===== src/rtl/sum_bcd_pkg.sv =====
// Shared types and constants for the binary-to-BCD converter and its
// multiplexed seven-segment scanner.
package sum_bcd_pkg;

  // Conversion FSM: IDLE waits for start, SHIFT runs the double-dabble
  // iterations, DONE presents the one-cycle completion pulse.
  typedef enum logic [1:0] {
    IDLE  = 2'd0,
    SHIFT = 2'd1,
    DONE  = 2'd2
  } state_t;

  localparam int BCD_DIGITS = 5;
  localparam int IN_WIDTH   = 16;

  // Segment glyphs, bit order {g,f,e,d,c,b,a}, active high.
  localparam logic [6:0] SEG_0     = 7'h3F;
  localparam logic [6:0] SEG_1     = 7'h06;
  localparam logic [6:0] SEG_2     = 7'h5B;
  localparam logic [6:0] SEG_3     = 7'h4F;
  localparam logic [6:0] SEG_4     = 7'h66;
  localparam logic [6:0] SEG_5     = 7'h6D;
  localparam logic [6:0] SEG_6     = 7'h7D;
  localparam logic [6:0] SEG_7     = 7'h07;
  localparam logic [6:0] SEG_8     = 7'h7F;
  localparam logic [6:0] SEG_9     = 7'h6F;
  localparam logic [6:0] SEG_BLANK = 7'h00;

endpackage


===== src/rtl/seg7_decoder.sv =====
// Combinational BCD digit to seven-segment glyph decoder with blanking.
module seg7_decoder
  import sum_bcd_pkg::*;
(
  input  logic [3:0] digit,
  input  logic       blank,
  output logic [6:0] seg
);

  // Glyph lookup; blanked digits and non-decimal codes show nothing.
  always_comb begin
    seg = SEG_BLANK;
    if (!blank) begin
      case (digit)
        4'd0:    seg = SEG_0;
        4'd1:    seg = SEG_1;
        4'd2:    seg = SEG_2;
        4'd3:    seg = SEG_3;
        4'd4:    seg = SEG_4;
        4'd5:    seg = SEG_5;
        4'd6:    seg = SEG_6;
        4'd7:    seg = SEG_7;
        4'd8:    seg = SEG_8;
        4'd9:    seg = SEG_9;
        default: seg = SEG_BLANK;
      endcase
    end
  end

endmodule


===== src/rtl/sum_bcd_converter.sv =====
// Sequential double-dabble converter of the accumulator total into five
// packed BCD digits, plus a free-running multiplexed display scanner.
module sum_bcd_converter
  import sum_bcd_pkg::*;
#(
  parameter int DATA_WIDTH = 8,
  parameter int SCAN_DIV   = 4
) (
  input  logic                      clk,
  input  logic                      reset,
  input  logic                      start,
  input  logic [2*DATA_WIDTH-1:0]   sum,
  output logic                      busy,
  output logic                      done,
  output logic [4*BCD_DIGITS-1:0]   bcd,
  output logic [6:0]                seg,
  output logic [BCD_DIGITS-1:0]     dig_en
);

  localparam int IN_W  = 2 * DATA_WIDTH;
  localparam int BCD_W = 4 * BCD_DIGITS;
  localparam int CNT_W = $clog2(IN_W);
  localparam int DIV_W = (SCAN_DIV > 1) ? $clog2(SCAN_DIV) : 1;
  localparam int DIG_W = $clog2(BCD_DIGITS);

  state_t             state_reg, state_next;
  logic [IN_W-1:0]    working_reg;
  logic [BCD_W-1:0]   scratch_reg;
  logic [CNT_W-1:0]   cnt_reg;
  logic [BCD_W-1:0]   bcd_reg;
  logic [DIV_W-1:0]   div_reg;
  logic [DIG_W-1:0]   digit_reg;

  logic [BCD_W-1:0]      adj_scratch;
  logic [BCD_W+IN_W-1:0] shifted;
  logic                  last_shift;
  logic [BCD_DIGITS-1:0] blank;
  logic [3:0]            sel_digit;
  logic                  sel_blank;

  // Add-3 correction on every nibble that would overflow past 9 when doubled.
  genvar gi;
  generate
    for (gi = 0; gi < BCD_DIGITS; gi++) begin : g_adj
      assign adj_scratch[4*gi +: 4] = (scratch_reg[4*gi +: 4] >= 4'd5) ?
                                      scratch_reg[4*gi +: 4] + 4'd3 :
                                      scratch_reg[4*gi +: 4];
    end
  endgenerate

  assign shifted    = {adj_scratch, working_reg} << 1;
  assign last_shift = (cnt_reg == CNT_W'(IN_W - 1));

  // FSM state register.
  always_ff @(posedge clk or posedge reset) begin
    if (reset) state_reg <= IDLE;
    else       state_reg <= state_next;
  end

  // FSM next-state logic; start is ignored while shifting.
  always_comb begin
    state_next = state_reg;
    case (state_reg)
      IDLE, DONE: state_next = start ? SHIFT : IDLE;
      SHIFT:      state_next = last_shift ? DONE : SHIFT;
      default:    state_next = IDLE;
    endcase
  end

  // FSM outputs: busy spans the shift phase, done is the DONE state itself.
  always_comb begin
    busy = (state_reg == SHIFT);
    done = (state_reg == DONE);
  end

  // Conversion datapath: capture on start, shift while converting, publish
  // the scratch digits on the final shift so bcd only changes there.
  always_ff @(posedge clk or posedge reset) begin
    if (reset) begin
      working_reg <= '0;
      scratch_reg <= '0;
      cnt_reg     <= '0;
      bcd_reg     <= '0;
    end else begin
      case (state_reg)
        IDLE, DONE: begin
          if (start) begin
            working_reg <= sum;
            scratch_reg <= '0;
            cnt_reg     <= '0;
          end
        end
        SHIFT: begin
          working_reg <= shifted[IN_W-1:0];
          scratch_reg <= shifted[BCD_W+IN_W-1:IN_W];
          cnt_reg     <= cnt_reg + 1'b1;
          if (last_shift) bcd_reg <= shifted[BCD_W+IN_W-1:IN_W];
        end
        default: ;
      endcase
    end
  end

  assign bcd = bcd_reg;

  // Display scanner: divider wraps every SCAN_DIV cycles and steps the digit.
  always_ff @(posedge clk or posedge reset) begin
    if (reset) begin
      div_reg   <= '0;
      digit_reg <= '0;
    end else if (div_reg == DIV_W'(SCAN_DIV - 1)) begin
      div_reg   <= '0;
      digit_reg <= (digit_reg == DIG_W'(BCD_DIGITS - 1)) ? '0 : digit_reg + 1'b1;
    end else begin
      div_reg   <= div_reg + 1'b1;
    end
  end

  // A digit is blank when it and every digit above it are zero; the ones
  // digit is never blanked so a zero value still reads "0".
  generate
    for (gi = 0; gi < BCD_DIGITS; gi++) begin : g_blank
      if (gi == 0) begin : g_ones
        assign blank[gi] = 1'b0;
      end else begin : g_upper
        assign blank[gi] = (bcd_reg[BCD_W-1:4*gi] == '0);
      end
      assign dig_en[gi] = (digit_reg == DIG_W'(gi));
    end
  endgenerate

  // Select the currently scanned digit and its blanking flag.
  always_comb begin
    sel_digit = '0;
    sel_blank = 1'b0;
    for (int i = 0; i < BCD_DIGITS; i++) begin
      if (digit_reg == DIG_W'(i)) begin
        sel_digit = bcd_reg[4*i +: 4];
        sel_blank = blank[i];
      end
    end
  end

  seg7_decoder u_dec (
    .digit (sel_digit),
    .blank (sel_blank),
    .seg   (seg)
  );

endmodule


===== config.mk =====
export PLATFORM = sky130hd
export DESIGN_NAME = sum_bcd_converter
export DESIGN_NICKNAME = d
export VERILOG_FILES = /design/src/rtl/sum_bcd_pkg.sv /design/src/rtl/seg7_decoder.sv /design/src/rtl/sum_bcd_converter.sv
export SDC_FILE = /design/constraint.sdc
export NUM_CORES = 1
export LEC_CHECK = 0
export BUFFER_PORTS_ARGS = -buffer_cell sky130_fd_sc_hd__buf_2
export CAP_MARGIN = 0
export CORE_ASPECT_RATIO = 1.25
export CORE_MARGIN = 3
export CORE_UTILIZATION = 57
export CTS_BUF_LIST = sky130_fd_sc_hd__clkbuf_4 sky130_fd_sc_hd__clkbuf_8 sky130_fd_sc_hd__clkbuf_16
export DETAILED_ROUTE_END_ITERATION = 16
export PLACE_DENSITY = 0.79
export SYNTH_ARGS = -nofsm -noshare
export SYNTH_HDL_FRONTEND = slang
export SYNTH_SLANG_ARGS = --single-unit
export TNS_END_PERCENT = 100

===== constraint.sdc =====
create_clock -name clk -period 2.9 [get_ports clk]
set_input_delay 0.29 -clock clk [delete_from_list [all_inputs] [get_ports clk]]
set_output_delay 0.29 -clock clk [all_outputs]
set_load 0.01 [all_outputs]

==> impl_metrics.tcl <==
set metrics [dict create \
    p_total_uw 4820 \
    syn_nets 416 \
    first_iter_violations 232 \
    cts_hold_buffers 0 \
    row_count 31 \
    synthDistinctLibCells 44 \
    htreeDepth 3 \
    netlist_area_mm2 0.00360 \
    ir_worst_vdd_mv 0.568 \
    path_clk_slew_ns 0.08 \
    dp_hpwl_mm 5.91 \
    drt_pass1_iterations 5 \
    final_max_slew_viol_count 0 \
    criticalPathCategory "reg -> out" \
    postRouteWirelength_mm 8.77 \
    final_hold_viol_count 0 \
    cts_buffers 9 \
    drive_gt1_share_pct 29.3 \
    worstSkewPairLatency_ns 0.35 \
    nFillCells 460 \
    grt_pass1_vias 2928 \
    routedWlPerCell_um 16.7 \
    port-buffer-count 52 \
    dp_cells 503 \
    rsz0062_at_grt "true" \
    synth-main-ff-cell "dfrtp_1" \
    worst_slack_ns -0.0590 \
    num_antenna_cells 0 \
    crit_path_start_kind "flop" \
    synth-seq-cells 67 \
    p_per_area_mw_per_mm2 1100 \
    vias_per_cell 5.87 \
    finish.utilization_pct 73.6 \
    core_mm2 0.00597 \
    finalNonFillerCells 526 \
    overflow 0 \
    remaining_drc_errors 0 \
    setup-violations-final 2 \
    drtAntennaViolNets 0 \
    antenna_found_initial 0 \
    layout_common_cells "dfrtp_1, nand2_1, buf_2, a21oi_1, o21ai_0" \
    ys_warn_count 0 \
    yosysSeqAreaShare_pct 46.6 \
    ios 53 \
    fin_nets 480 \
    violations "setup timing" \
    die_area_mm2 0.00731 \
    cp_max_fo 5 \
    power.leakage_uw 0.00214 \
    worstMarginPinSlew_ns 0.848 \
    track_usage_pct 23.5 \
    skew_ns 0.0119 \
    grt_pass1_wl_mm 13.3 \
    initial_core_util_pct 60.3 \
    cts_buffer_depth 2 \
    final_common_cell "dfrtp_1" \
    post-route-period-util_pct 102 \
    timing.fmax_mhz 338 \
    root_buffer "clkbuf_8" \
    synth_edf_count 0 \
    setup-tns-final_ns -0.0723 \
    place_congestion 0.913 \
    post-route-min-period_ns 2.96 \
    syn_inst 375 \
    outcome "complete, but fails checks" \
    grt_max_degree 43 \
    critPathRequiredTime_ns 2.61 \
    holdWs_ns 0.104 \
    drv_cap 0 \
    area_growth_pct 22.0 \
    end_kind "output pin" \
    timing.critical_path.arrival_ns 2.67 \
    hold_class "in -> async" \
    vias 3090 \
    cts_tree "yes" \
    avgSynthCellArea_um2 9.60 \
    synthArstFlopShare_pct 100 \
    relSlewSlack_pct 43.4 \
    fp.dieW_um 77.1 \
    fp.dieH_um 94.9 \
    numClockSinks 67 \
]
## stage by stage
| step | worst slack, ns | area (um2) |
|---|---|---|
| floorplan | 0.258 | 3600 |
| global placement | 0.171 | 3980 |
| detailed placement | 0.0486 | 3980 |
| CTS | -0.00134 | 4260 |
| global route | -0.133 | 4390 |
| finish | -0.0590 | 4390 |
## metal layers
layer / global-route usage [%] / part of all wire, % / up-vias
met5: 0 / 0 / -
met4: 15.0 / 2.8 / 0
met3: 4.58 / 5.7 / 23
met2: 38.5 / 51 / 115
met1: 28.5 / 41 / 1505
li1: - / - / 1447
## timing repair
action | 4_1_cts | 5_1_grt
setup endpoints to repair | 7 | 6
pin swaps | 3 | 9
gates resized for setup | 10 | 23
cloned | 0 | 0
setup buffers | 4 | 3
## critical path, stage by stage (launching register included)
cell,delay [ns]
dfrtp_2,0.46
ha_4,0.19
ha_4,0.16
or2_4,0.28
a221oi_2,0.20
o22ai_2,0.20
ha_4,0.20
or3_1,0.34
a31oi_1,0.15
buf_2,0.15
## area by class of cell
class                      count  area, um2  area share, %
clock buffer                  11        139           3.16
clock inverter                 5       77.6           1.77
inverter                      22       90.1           2.05
multi-input combinational    269       1910           43.5
sequential                    67       1680           38.2
tap                           82        103           2.33
timing repair buffer          70        395           9.00
## final timing paths
check                      cells after the start                     endpoint                     start  slack (ns)
setup / recovery                               9                       seg[0]  digit_reg[1]$_DFFE_PP0P_       -0.06
hold / removal                                 2           bcd[1]$_DFFE_PP0P_                     reset        0.10
setup reg to reg                               6  scratch_reg[16]$_DFFE_PP0P_    state_reg[0]$_DFF_PP0_        0.82
hold reg to reg                                1         div_reg[0]$_DFF_PP0_      div_reg[0]$_DFF_PP0_        0.44
max in group asynchronous                      3  working_reg[12]$_DFFE_PP0P_                     reset        2.06
min in group clk                               3   working_reg[8]$_DFFE_PP0P_                    sum[8]        0.15
## where the power goes
part / switching [uW] / internal (uW)
clock network: 357 / 500
logic: 1220 / 1030
registers: 392 / 1320
## synth_stat cells, types with 2 or more instances
master / count / share of area (%)
buf_2: 4 / 0.56
clkbuf_1: 5 / 0.52
ha_1: 22 / 7.6
nor4_1: 4 / 0.69
a22oi_1: 15 / 3.1
nand2_1: 52 / 5.4
mux2_2: 11 / 3.4
nor3_1: 8 / 1.1
buf_1: 6 / 0.63
inv_1: 20 / 2.1
and3_1: 3 / 0.52
mux2i_1: 7 / 1.9
nor2_1: 17 / 1.8
nand3b_1: 5 / 1.0
o21ai_0: 25 / 3.5
nand3_1: 10 / 1.4
nor2b_1: 4 / 0.69
dfrtp_1: 67 / 47
nand2b_1: 5 / 0.87
and2b_1: 3 / 0.63
a221oi_1: 2 / 0.49
nand4_1: 2 / 0.35
a21o_1: 2 / 0.42
a21oi_1: 31 / 4.3
xnor2_1: 5 / 1.2
a22o_1: 13 / 3.2
nor3b_1: 9 / 1.9
a221oi_2: 2 / 0.83
## logic make-up (layout without fill, tap and decap cells)
kind of cell,Yosys count,after routing,share of synthesized area [%]
DFF,67,67,46.6
adders and majority gates,22,22,7.64
AOI/OAI and AO/OA,97,97,17.3
muxes,18,18,5.39
buffers and inverters,39,108,4.48
xor gates and xnor gates,5,5,1.22
and+or+nand+nor,127,127,17.4
Power figures use the tool's default switching activity.
